$ cat config.mk
export PLATFORM = sky130hd
export DESIGN_NAME = c_register_file
export DESIGN_NICKNAME = d
export VERILOG_FILES = /design/src/rtl/unicycle_pkg.sv /design/src/rtl/c_register_entry.sv /design/src/rtl/c_register_file.sv
export SDC_FILE = /design/constraint.sdc
export NUM_CORES = 1
export LEC_CHECK = 0
export ABC_AREA = 1
export ABC_CLOCK_PERIOD_IN_PS = 4700
export CORE_ASPECT_RATIO = 2
export CORE_MARGIN = 8
export CORE_UTILIZATION = 40
export CTS_BUF_LIST = sky130_fd_sc_hd__clkbuf_4 sky130_fd_sc_hd__clkbuf_8
export CTS_CLUSTER_SIZE = 14
export DETAILED_ROUTE_END_ITERATION = 10
export SLEW_MARGIN = 20
export SYNTH_ARGS = -nofsm -noshare
export SYNTH_HDL_FRONTEND = slang
export SYNTH_SLANG_ARGS = --single-unit
$ cat constraint.sdc
create_clock -name clk -period 4.7 [get_ports clk]
set_clock_uncertainty 0.05 [all_clocks]
set_input_delay 0.94 -clock clk [delete_from_list [all_inputs] [get_ports clk]]
set_output_delay 0.94 -clock clk [all_outputs]
set_load 0.01 [all_outputs]
$ cat src/rtl/unicycle_pkg.sv
// Shared datapath constants and types for the unicycle core.
// Register-file defaults live here so decode and the ALU agree on widths.
package unicycle_pkg;
  localparam int DATA_BITS     = 16;
  localparam int REG_ADDR_BITS = 4;

  typedef logic [REG_ADDR_BITS-1:0] reg_addr_t;
endpackage

$ cat src/rtl/c_register_entry.sv
// One live/shadow register pair with write, snapshot, restore and swap loads.
// The top guarantees that at most one of snap/restore/swap is asserted.
module c_register_entry
  import unicycle_pkg::*;
#(
  parameter int BITS = DATA_BITS
) (
  input  logic            clk,
  input  logic            rst,
  input  logic            wr,
  input  logic [BITS-1:0] wdata,
  input  logic            snap,
  input  logic            restore,
  input  logic            swap,
  output logic [BITS-1:0] live
);

  logic [BITS-1:0] live_reg;
  logic [BITS-1:0] shadow_reg;
  logic [BITS-1:0] live_next;
  logic [BITS-1:0] shadow_next;

  // A write always wins over a restored value so it lands in the live bank.
  always_comb begin
    live_next = (restore || swap) ? shadow_reg : live_reg;
    if (wr) begin
      live_next = wdata;
    end
    shadow_next = shadow_reg;
    if (swap) begin
      shadow_next = live_reg;
    end else if (snap) begin
      shadow_next = live_next;
    end
  end

  always_ff @(posedge clk or negedge rst) begin
    if (!rst) begin
      live_reg   <= '0;
      shadow_reg <= '0;
    end else begin
      live_reg   <= live_next;
      shadow_reg <= shadow_next;
    end
  end

  assign live = live_reg;

endmodule

$ cat src/rtl/c_register_file.sv
// Multi-entry register file: one write port, two bypassed read ports and a
// single shadow bank for one-cycle interrupt context snapshot/restore/swap.
module c_register_file
  import unicycle_pkg::*;
#(
  parameter int BITS      = DATA_BITS,
  parameter int ADDR_BITS = REG_ADDR_BITS,
  parameter bit ZERO_REG  = 1'b1
) (
  input  logic                 clk,
  input  logic                 rst,
  input  logic                 we,
  input  logic [ADDR_BITS-1:0] waddr,
  input  logic [BITS-1:0]      wdata,
  input  logic [ADDR_BITS-1:0] raddr_a,
  output logic [BITS-1:0]      rdata_a,
  input  logic [ADDR_BITS-1:0] raddr_b,
  output logic [BITS-1:0]      rdata_b,
  input  logic                 snap,
  input  logic                 restore,
  output logic                 shadow_valid,
  output logic                 err
);

  localparam int DEPTH = 2 ** ADDR_BITS;

  logic            shadow_valid_reg;
  logic            err_reg;
  logic            wr_ok;
  logic            do_restore;
  logic            snap_only;
  logic            restore_only;
  logic            swap;
  logic [BITS-1:0] live [DEPTH];

  assign wr_ok        = we && !(ZERO_REG && (waddr == '0));
  assign do_restore   = restore && shadow_valid_reg;
  assign snap_only    = snap && !do_restore;
  assign restore_only = do_restore && !snap;
  assign swap         = snap && do_restore;

  generate
    for (genvar gi = 0; gi < DEPTH; gi++) begin : g_entry
      if (ZERO_REG && gi == 0) begin : g_zero
        assign live[gi] = '0;
      end else begin : g_reg
        c_register_entry #(
          .BITS (BITS)
        ) u_entry (
          .clk     (clk),
          .rst     (rst),
          .wr      (we && (waddr == ADDR_BITS'(gi))),
          .wdata   (wdata),
          .snap    (snap_only),
          .restore (restore_only),
          .swap    (swap),
          .live    (live[gi])
        );
      end
    end
  endgenerate

  // Bypass follows the pending write only; a pending restore is not forwarded.
  always_comb begin
    rdata_a = live[raddr_a];
    if (wr_ok && (waddr == raddr_a)) begin
      rdata_a = wdata;
    end
    if (ZERO_REG && (raddr_a == '0)) begin
      rdata_a = '0;
    end
    rdata_b = live[raddr_b];
    if (wr_ok && (waddr == raddr_b)) begin
      rdata_b = wdata;
    end
    if (ZERO_REG && (raddr_b == '0)) begin
      rdata_b = '0;
    end
  end

  always_ff @(posedge clk or negedge rst) begin
    if (!rst) begin
      shadow_valid_reg <= 1'b0;
      err_reg          <= 1'b0;
    end else begin
      err_reg <= restore && !shadow_valid_reg;
      if (snap) begin
        shadow_valid_reg <= 1'b1;
      end else if (do_restore) begin
        shadow_valid_reg <= 1'b0;
      end
    end
  end

  assign shadow_valid = shadow_valid_reg;
  assign err          = err_reg;

endmodule

; ---- Word level (Yosys, flattened, before mapping)
; Cells that the tools add are included.
[totals]
ff_bits = 482
inputBits = 33
output_inout_bits = 34
elab_cells = 158
[op_classes]
order_cmp = 2
eq_ne = 17
n_mux = 72
bitwise_logic = 2
n_reduce_logical = 33
[op_table]
columns = cell, count
row1 = 16-bit 2-to-1 mux, 68
row2 = 16-bit binary-select mux with 4-bit select, 2
row3 = "4-bit == test, second input constant", 8
row4 = 1-bit logical AND, 23
row5 = "4-bit by 3-bit == test with 1-bit output, second input constant", 4
row6 = 4-bit zero test, 3
row7 = "5-bit greater-or-equal comparator, second input constant", 2
row8 = 4-bit inverter with 5-bit output, 2
row9 = "4-bit by 2-bit == test with 1-bit output, second input constant", 2
row10 = 4-bit == test, 2
row11 = "4-bit by 1-bit == test with 1-bit output, second input constant", 1
row12 = 1-bit zero test, 4
row13 = 2-bit nonzero test, 2
row14 = 1-bit 2-to-1 mux, 2
row15 = 1-bit logical OR, 1

; ---- Longest topological paths before layout
; Gate-level depths: netlist of the first run.
[depth]
word_depth = 7
mapped_depth = 12

; ---- Hierarchy
; From an unflattened synthesis of the first run, not the netlist that was laid out.
[hier_totals]
hier_cells = 4127
area_unflattened_um2 = 29649.7
[modules_own_cells]
columns = mod, instances, cells_each, area_each_um2
row1 = c_register_entry, 15, 177, 1564.0
row2 = c_register_file, 1, 1472, 6189.7

; ---- Worst setup path before layout of the first run
; Ideal clock, no wire load.
[synth_timing]
path_kind = input to output
startpoint = input port raddr_b[3]
endpoint = output port rdata_b[8]
t_arrival_ns = 2.039
required_time_ns = 3.710
slack_ns = 1.671
stages = 8
path_cell_list = buf_2 -> xor2_1 -> nor3_1 -> nand2_1 -> nor2_2 -> buf_2 -> nand2_1 -> nand2_1
[synth_between]
elab_chain_cells = 6
elab_cells_between_ends = 9
[synth_lines]
columns = element, line
row1 = from (decl), c_register_file.sv:17  ; input logic [ADDR_BITS-1:0] raddr_b,
row2 = 4-bit inverter with 5-bit output (not written as such), c_register_file.sv:72  ; rdata_b = live[raddr_b];
row3 = 16-bit binary-select mux with 4-bit select, c_register_file.sv:72
row4 = 16-bit 2-to-1 mux (not written as such) (2 in a row), c_register_file.sv:72
row5 = 16-bit 2-to-1 mux, c_register_file.sv:73  ; if (wr_ok && (waddr == raddr_b)) begin
row6 = 16-bit 2-to-1 mux (*), c_register_file.sv:76  ; if (ZERO_REG && (raddr_b == '0)) begin
row7 = to (decl), c_register_file.sv:18  ; output logic [BITS-1:0] rdata_b,
; Every way passes the cells marked *; elsewhere a longest branch is shown, timed or not. The select of a mux whose other input is x is not followed.

; ---- Final worst setup path of the first run
[layout_timing]
startpoint = input port raddr_b[3]
endpoint = output port rdata_b[3]
; Same word-level chain as after synthesis.

==> metrics.md, run 1 <==
| Metric | Value |
|---|---|
| RSZ-0062 raised after global routing | `false` |
| Most frequent cell on the critical path | `nand2_1` |
| Slew at the pin closest to its max-slew limit | `around 1.1 ns` |
| Leak Pwr | `approximately 0.015 uW` |
| Total GRT Usage | `0.264` |
| Post-Route Setup TNS | `0 ns` |
| First-pass GRT wire length | `158000 um` |
| Final hold slack | `0.195 ns` |
| # rows | `135` |
| Top post-synthesis cells by area | `dfrtp_1 44%, nand2_1 16%, o21ai_0 10%, a22oi_1 6.6%, inv_1 5.8%` |
| HP Class | `in -> async` |
| Post-synth top area share | `0.444` |
| Vias/cell | `5.64` |
| Die Span Y | `385 um` |
| Clock group share of total power | `0.298` |
| DRC viols | `0` |
| Post-synth cell types | `26` |
| Sequential cell area | `12100 sq um` |
| Met3 wire length | `slightly below 8000 um` |
| Maximum vdd drop | `245 uV` |
| Post-layout minimum cycle time | `4.34 ns` |
| Dpl cell area | `roughly 29000 sq um` |
| Vias in the first global route | `26100` |
| Crit-path slowest cell | `clkdlybuf4s50_1` |
| Initial Util | `0.402` |
| Seq pwr share | `0.441` |
| Clk_lat worst skew | `around 0.7 ns` |
| Reg-to-reg critical path endpoint | `g_entry[15].g_reg.u_entry.shadow_reg[15]$_DFFE_PN0P_` |
| Cts bufs inserted | `74` |
| WL met1 | `38400 um` |
| Post-CTS setup buffer count | `0` |
| Worst Setup End Kind | `primary output` |
| DP Wirelength | `62500 um` |
| Vias | `26700` |
| Synth Register Bits | `482` |
| DRT antenna net count | `0` |
| P_sw | `~4500 uW` |
| Reg2Reg Depth | `6` |
| Critical path class | `in -> out` |
| Wire per inst | `~22 um` |
| Number of hold buffers added after CTS | `0` |
| H-Tree Depth | `3` |
| Clock Tree Buf Depth | `3` |
| Critical path required time | `3.71 ns` |
| Initial DRC count | `2297` |
| Crit path max fanout | `16` |
| Sinks on the clock net | `482` |
| CTS tree | `done` |
| WL final | `103000 um` |
| Multi-input gate area | `12300 sq um` |
| Post-Place Worst Slack | `0.465 ns` |
| Pin count of the biggest net entering global routing | `roughly 180` |
| Crit path from | `raddr_b[3]` |
| Core area | `67600 sq um` |
| Reg clk slew, reported paths | `0.06 ns` |
| Synth warn | `0` |
| Status | `completed` |
| Number of cells on the critical path | `9` |
| Total of max-cap violations | `0` |
| I/O pins | `67` |
| Post-CTS sizing | `0` |
| Initial antenna violation count | `4` |
| Area delta synth->final | `11.6%` |
| Power Internal | `~8300 uW` |
| Post-Syn Instances | `3840` |
| FMAX | `0.230 GHz` |
| DRT Pass-1 Iters | `6` |
| CP peak stage delay | `0.71 ns` |
| Critical Path End | `rdata_b[3]` |
| IO buf count | `between 60 and 70` |
| Routability cong. | `0.882` |
| WL met2 | `49700 um` |
| Reg-to-reg setup timing slack | `1.87 ns` |
| Fillers | `7162` |
| Comb pwr share | `0.260` |
| Total congestion overflow | `0` |
| Post-Syn Nets | `3873` |
| Netlist Area Pre-Place | `27200 sq um` |
| WP data arrival | `between 3 and 4 ns` |
| Final setup fails | `0` |
| Worst setup margin | `0.360 ns` |
| Top routing layer used | `met4` |
| Cell total after placement | `4594` |
| Switching share of power | `0.354` |
| Non-Filler Instances | `4731` |
| Area leader, netlist | `dfrtp_1` |
| Sequential area share after synthesis | `0.444` |
| Final Slew Violations | `0` |
| Worst setup SP type | `input pin` |
| Final Hold Viols | `0` |
| Final Net Count | `~3800` |
| Worst r2r src | `shadow_valid$_DFFE_PN0P_` |
| Share of layout cells above drive strength 1 | `0.0680` |
| Pwr dens | `423 nW/um^2` |
| Die Area | `77000 sq um` |
| CP bufs+invs | `3` |
| Period Utilization, post-route | `0.923` |
| CTS Root Buffer Type | `clkbuf_8` |
| Rel. slew slack | `0.248` |
| Cell chain of the critical path | `clkdlybuf4s50_1 > xor2_1 > nor3_1 > nand2_1 > nor2_2 > buf_4 > nand2_1 > nand2_1 > clkdlybuf4s50_1` |
| Mapped Avg Cell Area | `7.08 sq um` |
| CP top delay family | `buffers and inverters` |
| Die X | `200 um` |
| Finished Cell Area | `30300 sq um` |
## cells in the mapped netlist
library cell  count
nand2_1        1184
o21ai_0         563
nand2_2           7
clkinv_1          1
buf_4             3
nor2_2            3
nor2_4            2
nor2_1          113
nand4_1           1
inv_2             7
clkbuf_1        155
buf_1            29
nor3_1            1
buf_2           102
nor3_4            3
a21oi_1         115
inv_1           421
dfrtp_1         482
nand3b_1          1
o21ai_1         173
nand3_2           1
nand3_1         226
nor3_2            1
clkbuf_2          3
a22oi_1         240
xor2_1            3
## cells by family (layout without fill, tap and decap cells)
logic type             Yosys count  count (layout)  synth area share
AO/OA/AOI/OAI                 1091            1091             0.223
XOR/XNOR                         3               3          0.000967
buffers and inverters          721             718             0.105
flip-flops                     482             482             0.444
other                            0               4                 0
AND/OR/NAND/NOR               1543            1543             0.227
## layout by cell type (no fill, tap or decap), types with 4 or more instances in the layout
cell type,Yosys,final
nand2_1,1184,1182
o21ai_0,563,563
dfrtp_1,482,481
inv_1,421,420
a22oi_1,240,240
nand3_1,226,226
o21ai_1,173,173
a21oi_1,115,115
nor2_1,113,110
clkbuf_8,0,91
buf_4,3,69
clkdlybuf4s50_1,0,60
buf_12,0,25
clkbuf_4,0,23
clkinv_2,0,11
nand2_2,7,7
inv_2,7,6
nor2_2,3,5
diode_2,0,4
clkinvlp_4,0,4
## per-layer routing
metal	track usage	vias up
li1	-	12400
met1	0.299	12800
met2	0.446	1129
met3	0.0525	342
met4	0.183	0
met5	0	-
## power groups by stage
stage | clock [uW] | combinational (uW) | sequential (uW)
final | 3830 | 3340 | 5670
after global routing | 4070 | 3820 | 5790
after CTS | 3900 | 3350 | 5660
after detailed placement | 0 | 3330 | 5730
after global placement | 0 | 3300 | 5720
after floorplan | 0 | 2280 | 5550
## stage by stage
stage	util	power, uW
6_report	0.449	12800
3_5_place_dp	0.425	9060
5_1_grt	0.449	13700
4_1_cts	0.449	12900
3_3_place_gp	0.425	9020
2_1_floorplan	-	7840
## how the worst min path moves through the flow
stage / slack [ns] / depth (start not counted) / to
after floorplan: 0.42 / 2 / g_entry[10].g_reg.u_entry.shadow_reg[0]$_DFFE_PN0P_
after global placement: 0.44 / 2 / g_entry[11].g_reg.u_entry.shadow_reg[9]$_DFFE_PN0P_
after detailed placement: 0.44 / 2 / g_entry[2].g_reg.u_entry.shadow_reg[12]$_DFFE_PN0P_
after CTS: 0.19 / 1 / g_entry[7].g_reg.u_entry.shadow_reg[4]$_DFFE_PN0P_
after global routing: 0.24 / 1 / g_entry[7].g_reg.u_entry.live[4]$_DFF_PN0_
final: 0.20 / 1 / g_entry[7].g_reg.u_entry.shadow_reg[4]$_DFFE_PN0P_
## cell type report
| class | count | area share |
|---|---|---|
| Tap cell | 890 | 0.0367 |
| Clock buffer | 114 | 0.0470 |
| Timing Repair Buffer | 156 | 0.0540 |
| Inverter | 429 | 0.0535 |
| Sequential cell | 482 | 0.398 |
| Antenna cell | 4 | 0.000330 |
| Multi-Input combinational cell | 2637 | 0.405 |
| Clock inverter | 19 | 0.00536 |
(Power assumes the default switching activity.)
==> run 2: changes to the inputs <==
--- a/config.mk
+++ b/config.mk
@@ -11,8 +11,9 @@
 export CORE_MARGIN = 8
 export CORE_UTILIZATION = 40
 export CTS_BUF_LIST = sky130_fd_sc_hd__clkbuf_4 sky130_fd_sc_hd__clkbuf_8
-export CTS_CLUSTER_SIZE = 14
+export CTS_CLUSTER_SIZE = 8
 export DETAILED_ROUTE_END_ITERATION = 10
+export REMOVE_ABC_BUFFERS = 1
 export SLEW_MARGIN = 20
 export SYNTH_ARGS = -nofsm -noshare
 export SYNTH_HDL_FRONTEND = slang
==> run 2 against run 1 <==
  * Wire length down 4.3%
  * First-iteration DRC count up 3.3%
  * Non-clock buffer count up 13
  * Die area unchanged
  * Sequential share of layout area up 0.27 points
  * Critical path type unchanged
  * Largest cell class unchanged
  * Largest power group unchanged
==> metrics.md, run 2 (synthesis gave the netlist of run 1 again) <==
| Metric | Value |
|---|---|
| Status | `completed (unchanged)` |
| Final hold slack | `0.170 ns (was 0.195 ns)` |
| DRC viols | `0 (unchanged)` |
| Leak Pwr | `0.0147 uW (was 0.0148 uW)` |
| Final Net Count | `3826 (was 3813)` |
| RSZ-0062 raised after global routing | `false (unchanged)` |
| Seq pwr share | `0.458 (was 0.441)` |
| # rows | `135 (unchanged)` |
| Vias/cell | `5.61 (was 5.64)` |
| Final Slew Violations | `0 (unchanged)` |
| Routability cong. | `0.878 (was 0.882)` |
| Switching share of power | `0.352 (was 0.354)` |
| Vias | `26500 (was 26700)` |
| H-Tree Depth | `3 (unchanged)` |
| WL final | `99000 um (was 103000 um)` |
| Area delta synth->final | `10.9% (was 11.6%)` |
| Final setup fails | `0 (unchanged)` |
| Die Area | `77000 sq um (unchanged)` |
| Crit-path slowest cell | `clkdlybuf4s50_1 (unchanged)` |
| Total GRT Usage | `0.254 (was 0.264)` |
| Fin util | `0.446 (was 0.449)` |
| Critical path class | `in -> out (unchanged)` |
| Pin count of the biggest net entering global routing | `107 (was 184)` |
| Power Internal | `7990 uW (was 8300 uW)` |
| Total congestion overflow | `0 (unchanged)` |
| DRT Pass-1 Iters | `6 (unchanged)` |
| Clk_lat worst skew | `0.68 ns (was 0.70 ns)` |
| Clock group share of total power | `0.277 (was 0.298)` |
| Clock Tree Buf Depth | `3 (unchanged)` |
| IO buf count | `66 (unchanged)` |
| Reg-to-reg setup timing slack | `2.18 ns (was 1.87 ns)` |
| Sinks on the clock net | `482 (unchanged)` |
| Crit path max fanout | `8 (was 16)` |
| CTS Root Buffer Type | `clkbuf_8 (unchanged)` |
| Cell chain of the critical path | `clkdlybuf4s50_1 > nor2_1 > nand2_1 > nand2_1 > nor3_2 > nand2_2 > inv_2 > buf_12 > nand2_1 > nand2_1 > clkdlybuf4s50_1 (was clkdlybuf4s50_1 > xor2_1 > nor3_1 > nand2_1 > nor2_2 > buf_4 > nand2_1 > nand2_1 > clkdlybuf4s50_1)` |
| Reg clk slew, reported paths | `0.07 ns (was 0.06 ns)` |
| Share of layout cells above drive strength 1 | `0.0658 (was 0.0680)` |
| Total power | `12300 uW (was 12800 uW)` |
| Worst Setup End Kind | `primary output (unchanged)` |
| Reg2Reg Depth | `6 (unchanged)` |
| Pwr dens | `410 nW/um^2 (was 423 nW/um^2)` |
| Worst setup SP type | `input pin (unchanged)` |
| Worst r2r src | `shadow_valid$_DFFE_PN0P_ (unchanged)` |
| Most frequent cells in the layout | `1183 x nand2_1, 563 x o21ai_0, 481 x dfrtp_1 (was 1182 x nand2_1, 563 x o21ai_0, 481 x dfrtp_1)` |
| Initial Util | `0.402 (unchanged)` |
| Slew at the pin closest to its max-slew limit | `1.09 ns (was 1.12 ns)` |
| DP Wirelength | `60200 um (was 62500 um)` |
| Maximum vdd drop | `186 uV (was 245 uV)` |
| Comb pwr share | `0.264 (was 0.260)` |
| Cts bufs inserted | `74 (unchanged)` |
| Rel. slew slack | `0.268 (was 0.248)` |
| Initial DRC count | `2373 (was 2297)` |
| HP Class | `in -> async (unchanged)` |
| Reg-to-reg critical path endpoint | `g_entry[5].g_reg.u_entry.shadow_reg[5]$_DFFE_PN0P_ (was g_entry[15].g_reg.u_entry.shadow_reg[15]$_DFFE_PN0P_)` |
| Period Utilization, post-route | `0.945 (was 0.923)` |
| FMAX | `0.225 GHz (was 0.230 GHz)` |
| Post-layout minimum cycle time | `4.44 ns (was 4.34 ns)` |
| P_sw | `4350 uW (was 4540 uW)` |
| DRT antenna net count | `0 (unchanged)` |
| Most frequent cell on the critical path | `nand2_1 (unchanged)` |
| Post-CTS sizing | `0 (unchanged)` |
| CTS tree | `done (unchanged)` |
| CP peak stage delay | `0.62 ns (was 0.71 ns)` |
| Post-CTS setup buffer count | `0 (unchanged)` |
| Vias in the first global route | `26200 (was 26100)` |
| Fillers | `7097 (was 7162)` |
| I/O pins | `67 (unchanged)` |
| Final Hold Viols | `0 (unchanged)` |
| Initial antenna violation count | `2 (was 4)` |
| Die Span Y | `385 um (unchanged)` |
| CP bufs+invs | `4 (was 3)` |
| Leading cell type in the layout, fill and taps excluded | `nand2_1 (unchanged)` |
| Core area | `67600 sq um (unchanged)` |
| Wire per inst | `21.0 um (was 21.9 um)` |
| WP data arrival | `3.45 ns (was 3.35 ns)` |
| Die X | `200 um (unchanged)` |
| Critical path required time | `3.71 ns (about the same)` |
| Post-Route Setup TNS | `0 ns (unchanged)` |
| Number of hold buffers added after CTS | `0 (unchanged)` |
| Total of max-cap violations | `0 (unchanged)` |
| CP top delay family | `buffers and inverters (unchanged)` |
| First-pass GRT wire length | `154000 um (was 158000 um)` |
| Number of cells on the critical path | `11 (was 9)` |
-- run 2: changes by cell type in the layout (fill, tap and decap cells not counted), sizes merged --
cell and change:
buf +13, clkinv -10, clkbuf -7, diode -3, bufinv -2, inv -2
clkinvlp -1
-- run 2: final cells by class --
type / instances / area (sq um) / area share
clock inverter: 4 / 27.5 / 0.000914
multi-input combinational: 2637 / 12300 / 0.408
sequential: 482 / 12100 / 0.400
inverter: 429 / 1620 / 0.0539
timing repair buffer: 169 / 1700 / 0.0565
antenna: 1 / 2.50 / 0.0000831
tap: 890 / 1110 / 0.0370
clock buffer: 107 / 1300 / 0.0431
-- run 2: worst max-delay path by stage --
stage / start / endpoint / slack (ns)
floorplan: shadow_valid$_DFFE_PN0P_ / g_entry[12].g_reg.u_entry.shadow_reg[0]$_DFFE_PN0P_ / -6.46
global placement: waddr[2] / rdata_a[9] / 0.34
detailed placement: waddr[2] / rdata_a[9] / 0.30
CTS: waddr[2] / rdata_a[9] / 0.29
global route: waddr[2] / rdata_a[3] / 0.16
finish: waddr[2] / rdata_a[3] / 0.26
-- run 2: routing by layer --
| metal | part of all wire | track usage | wire length [um] | vias to the layer above |
|---|---|---|---|---|
| li1 | - | - | - | 12400 |
| met1 | 0.39 | 0.296 | 38600 | 12800 |
| met2 | 0.48 | 0.434 | 47900 | 978 |
| met3 | 0.066 | 0.0439 | 6580 | 280 |
| met4 | 0.059 | 0.149 | 5850 | 0 |
| met5 | 0 | 0 | 0 | - |
-- run 2: power groups by stage --
stage | logic, uW | registers (uW) | clock network [uW]
2_1_floorplan | 2190 | 5570 | 0
3_3_place_gp | 3220 | 5700 | 0
3_5_place_dp | 3240 | 5720 | 0
4_1_cts | 3260 | 5650 | 3510
5_1_grt | 3750 | 5770 | 3670
6_report | 3260 | 5660 | 3420
-- run 2: through the flow --
stage	instances	area, sq um	worst slack [ns]
global placement	4607	28800	0.342
finish	4719	30100	0.259
CTS	4718	30100	0.293
global route	4719	30100	0.164
floorplan	3548	25900	-6.46
detailed placement	4607	28800	0.301
